$ cat config.mk
export PLATFORM = sky130hd
export DESIGN_NAME = piso_readout
export DESIGN_NICKNAME = d
export VERILOG_FILES = /design/src/rtl/rsnn_pkg.sv /design/src/rtl/piso_readout.sv
export SDC_FILE = /design/constraint.sdc
export NUM_CORES = 1
export LEC_CHECK = 0
export CAP_MARGIN = 5
export CELL_PAD_IN_SITES_DETAIL_PLACEMENT = 2
export CELL_PAD_IN_SITES_GLOBAL_PLACEMENT = 2
export CORE_ASPECT_RATIO = 1.1
export CORE_MARGIN = 2
export CORE_UTILIZATION = 38
export CTS_CLUSTER_SIZE = 14
export DETAILED_ROUTE_END_ITERATION = 12
export GPL_TIMING_DRIVEN = 0
export PLACE_DENSITY = 0.91
export SLEW_MARGIN = 30
export SYNTH_ARGS = -nofsm -noshare
export SYNTH_HDL_FRONTEND = slang
export SYNTH_SLANG_ARGS = --single-unit
$ cat constraint.sdc
create_clock -name clk -period 16.18 [get_ports clk]
set_input_delay 1.618 -clock clk [delete_from_list [all_inputs] [get_ports clk]]
set_output_delay 1.618 -clock clk [all_outputs]
set_load 0.05 [all_outputs]
$ cat src/rtl/rsnn_pkg.sv
// Shared frame definitions so the FIPO writer and PISO reader agree on frame
// length and readout state encoding.
package rsnn_pkg;

    localparam int FRAME_W     = 312;
    localparam int FRAME_CNT_W = 9;

    typedef enum logic [1:0] {
        RD_IDLE  = 2'd0,
        RD_SHIFT = 2'd1,
        RD_DONE  = 2'd2
    } rd_state_e;

endpackage

$ cat src/rtl/piso_readout.sv
// Parallel-in serial-out frame reader: captures a word on start and emits it
// LSB first, one bit per enable strobe, with stall, abort and end-of-frame pulse.
module piso_readout
    import rsnn_pkg::*;
#(
    parameter int WIDTH = FRAME_W,
    parameter int CNT_W = FRAME_CNT_W
) (
    input  logic             clk,
    input  logic             rst,
    input  logic             start,
    input  logic             enable,
    input  logic             abort,
    input  logic [WIDTH-1:0] parallel_in,
    output logic             serial_out,
    output logic             bit_valid,
    output logic             busy,
    output logic             end_reading,
    output logic [CNT_W-1:0] bit_index
);

    localparam logic [CNT_W-1:0] LAST_IDX = CNT_W'(WIDTH - 1);

    rd_state_e        state_q, state_d;
    logic [WIDTH-1:0] shadow_q, shadow_d;
    logic [CNT_W-1:0] cnt_q, cnt_d;
    logic [CNT_W-1:0] idx_q, idx_d;
    logic             sout_q, sout_d;
    logic             bv_q, bv_d;
    logic             end_q, end_d;
    logic             busy_q, busy_d;

    always_ff @(posedge clk or posedge rst) begin
        if (rst) begin
            state_q  <= RD_IDLE;
            shadow_q <= '0;
            cnt_q    <= '0;
            idx_q    <= '0;
            sout_q   <= 1'b0;
            bv_q     <= 1'b0;
            end_q    <= 1'b0;
            busy_q   <= 1'b0;
        end else begin
            state_q  <= state_d;
            shadow_q <= shadow_d;
            cnt_q    <= cnt_d;
            idx_q    <= idx_d;
            sout_q   <= sout_d;
            bv_q     <= bv_d;
            end_q    <= end_d;
            busy_q   <= busy_d;
        end
    end

    always_comb begin
        state_d  = state_q;
        shadow_d = shadow_q;
        cnt_d    = cnt_q;
        idx_d    = idx_q;
        sout_d   = sout_q;
        bv_d     = 1'b0;
        end_d    = 1'b0;
        busy_d   = busy_q;
        case (state_q)
            RD_IDLE: begin
                busy_d = 1'b0;
                // abort outranks start even while idle
                if (start && !abort) begin
                    shadow_d = parallel_in;
                    cnt_d    = '0;
                    busy_d   = 1'b1;
                    state_d  = RD_SHIFT;
                end
            end
            RD_SHIFT: begin
                if (abort) begin
                    busy_d  = 1'b0;
                    state_d = RD_IDLE;
                end else if (enable) begin
                    sout_d = shadow_q[cnt_q];
                    idx_d  = cnt_q;
                    bv_d   = 1'b1;
                    // counter parks on the last index instead of wrapping
                    if (cnt_q == LAST_IDX) state_d = RD_DONE;
                    else                   cnt_d   = cnt_q + CNT_W'(1);
                end
            end
            RD_DONE: begin
                // end_reading lands in the first idle cycle, alongside busy low
                busy_d  = 1'b0;
                end_d   = !abort;
                state_d = RD_IDLE;
            end
            default: begin
                busy_d  = 1'b0;
                state_d = RD_IDLE;
            end
        endcase
    end

    assign serial_out  = sout_q;
    assign bit_valid   = bv_q;
    assign busy        = busy_q;
    assign end_reading = end_q;
    assign bit_index   = idx_q;

endmodule

==> flow_summary.yaml <==
route:
  routedWlPerCell_um: 29.7
  drtIter0Drc: 476
  via_per_inst: 5.45
  ant_nets: 0
  vias: 10300
  wl_um: 56100
  drt_first_pass_iters: 4
  m1WireLength_um: 20400
  topRoutingLayerUsed: "met5"
  wl_met3_um: 3080
  route.detailed.drc: 0
  wl_met2_um: 30500
run_status:
  status: "finished, final reports clean"
worst_setup_path:
  timing.rr.start: "cnt_q[1]$_DFFE_PP0P_"
  crit_cells: 6
  setup.worst_path.start: "start"
  crit_top_cell: "clkbuf_1"
  r2r_slack_ns: 12.53
  path_class: "in2reg"
  path_buf_inv: 3
  setup.worst_path.end: "shadow_q[256]$_DFFE_PP0P_"
  worstSetupStartpointType: "input pin"
  crit_path_end_kind: "flip-flop"
  path_max_fanout: 10
  crit_chain: "clkdlybuf4s50_1, nand2b_1, nor3_2, clkbuf_1, clkbuf_1, mux2_2"
  critPathArrivalTime_ns: 4.67
  cp_data_required_time_ns: 16.61
  rr_worst_depth: 9
  r2r-end: "serial_out$_DFFE_PP0P_"
  cp_top_family: "buffers and inverters"
  critPathMaxStageDelay_ns: 0.73
  crit_slowest_cell: "clkbuf_1"
synth:
  ys_ff_latch: 336
  synth.avg_cell_area_um2: 15.7
  synth_most_common_cell: "dfrtp_1"
  synth.distinct_cells: 40
  synth_top_family_by_area: "multiplexers"
  synth_edf_count: 0
  ys_top_cells_by_count: "336 x dfrtp_1, 323 x mux2_2, 73 x mux4_2, 45 x clkbuf_1, 20 x nor2_1"
  synth_ff_type: "dfrtp_1"
  synth_adder_area_share_pct: 0.0830
  synth-compound-area-share_pct: 2.18
  synth-xor-area-share_pct: 0.407
  synth_async_sr_flop_share_pct: 100
  yosys.area.top_type: "dfrtp_1"
  postSynthCellCount: 962
  seq_area_frac_synth_pct: 55.8
  post_synth_main_area_contributors: "dfrtp_1 56%, mux2_2 24%, mux4_2 11%"
  synth.cell_area_um2: 15100
  syn-num-nets: 1280
  muxShareOfSynthArea_pct: 36.7
  yosysWarningCount: 0
  yosys.area_share.simple_pct: 2.75
  synth_top_area_share_pct: 55.8
timing:
  rsz0062_at_grt: "no"
  final.setup_skew_ns: 0.0127
  min_period_over_period_pct: 26.2
  final_hold_viol_count: 0
  fin_crit_ns: 4.24
  worst_pin_slew_ns: 1.02
  finalMaxSlewViolations: 0
  setup_ws_ns: 11.94
  setup_viol: 0
  slew-limit-headroom_pct: 32.1
  max_freq_ghz: 0.236
  finalSetupTns_ns: 0
die:
  rows: 76
  dieArea_um2: 41300
  initial_core_util_pct: 38.5
  die_width_um: 194
  coreArea_um2: 39200
  dieHeight_um: 213
  boundaryPins: 330
global_routing:
  overflow: 0
  grt_pass1_vias: 12400
  grt_pass1_wl_um: 83300
  grt_use_total_pct: 27.5
  grt_max_degree: 82
  antenna_found_initial: 19
placement:
  dpl_cell_area_um2: 19100
  gp_congestion: 0.797
  dpl_worst_slack_ns: 11.34
  dp_hpwl_um: 40100
  io_buffers: 329
layout:
  drive_gt1_share_pct: 35.5
  postLayoutCoreUtil_pct: 52.3
  area_growth_pct: 35.8
  multi_input_area_um2: 6360
  fillCellCount: 3584
  fin_area_um2: 20500
  seq_area_um2: 8410
  nNetsFinal: 1653
clock_tree:
  cts_tree: "done"
  clk_pin_slew_ns: 0.06
  clock-sinks: 336
  cts.path.max_buffers: 3
  htreeDepth: 2
  clk_latency_ns: 0.56
  clockRootBuffer: "clkbuf_16"
  cts_setup_buffers: 0
  postCtsResizedCells: 0
  cts_made_buffers: 38
  hold_buffers: 0
power_and_ir_drop:
  ir_drop_uv: 88.2
  p_per_area_nw_per_um2: 124
  p_leak_uw: 0.00812
  power_uw: 2530
flow_run:
  cap_violations: 0
min_path:
  hp-class: "reg2reg"
-- flip-flops by register name (all words and copies together) (netlist names) --
register,count
shadow_q,312
bit_index,9
cnt_q,9
state_q,2
bit_valid,1
busy,1
end_reading,1
serial_out,1
-- where the power goes --
part	switching [µW]	total (µW)	leakage [µW]	internal [µW]
clock network	368	913	0.000656	546
logic	214	525	0.00346	311
registers	99.8	1090	0.00400	994
total	681	2530	0.00812	1850
-- cell type report --
cell class                 count  share of cell area, %
antenna                       16                  0.196
buffer                        66                   1.50
clock buffer                  57                   5.89
clock inverter                10                  0.489
inverter                       2                 0.0733
multi-input combinational    558                   31.1
sequential                   336                   41.1
tap                          507                   3.10
timing repair buffer         333                   16.6
-- metal layers --
metal | GRT usage (%) | up-vias
li1 | - | 4347
met1 | 30.8 | 5504
met2 | 51.4 | 306
met3 | 6.19 | 114
met4 | 10.3 | 6
met5 | 0 | -
-- through the flow --
| step | hold slack (ns) | std cells |
|---|---|---|
| 2_1_floorplan | 0.452 | 962 |
| 3_3_place_gp | 0.465 | 1798 |
| 3_5_place_dp | 0.491 | 1802 |
| 4_1_cts | 0.504 | 1869 |
| 5_1_grt | 0.522 | 1883 |
| 6_report | 0.502 | 1885 |
-- how the worst min path moves through the flow --
stage | startpoint | cells after the start | to | slack (ns)
6_report | shadow_q[174]$_DFFE_PP0P_ | 1 | shadow_q[174]$_DFFE_PP0P_ | 0.50
5_1_grt | shadow_q[302]$_DFFE_PP0P_ | 1 | shadow_q[302]$_DFFE_PP0P_ | 0.52
4_1_cts | shadow_q[174]$_DFFE_PP0P_ | 1 | shadow_q[174]$_DFFE_PP0P_ | 0.50
3_5_place_dp | shadow_q[253]$_DFFE_PP0P_ | 1 | shadow_q[253]$_DFFE_PP0P_ | 0.49
3_3_place_gp | shadow_q[97]$_DFFE_PP0P_ | 1 | shadow_q[97]$_DFFE_PP0P_ | 0.47
2_1_floorplan | shadow_q[97]$_DFFE_PP0P_ | 1 | shadow_q[97]$_DFFE_PP0P_ | 0.45
-- cell usage in the layout, fill, tap and decap left out, types with 16 or more instances in the layout --
master	instances
dfrtp_1	336
clkdlybuf4s50_1	329
mux2_2	323
mux4_2	73
clkbuf_1	49
clkbuf_16	41
nor2_1	20
diode_2	16
-- logic make-up after synthesis --
| family | Yosys count |
|---|---|
| multiplexers | 420 |
| flip-flops | 336 |
| AND/OR/NAND/NOR | 79 |
| buffers and inverters | 68 |
| AO/OA/AOI/OAI | 51 |
| XOR/XNOR | 7 |
| adder cells (fa/ha/maj) | 1 |
(Power assumes the default switching activity.)
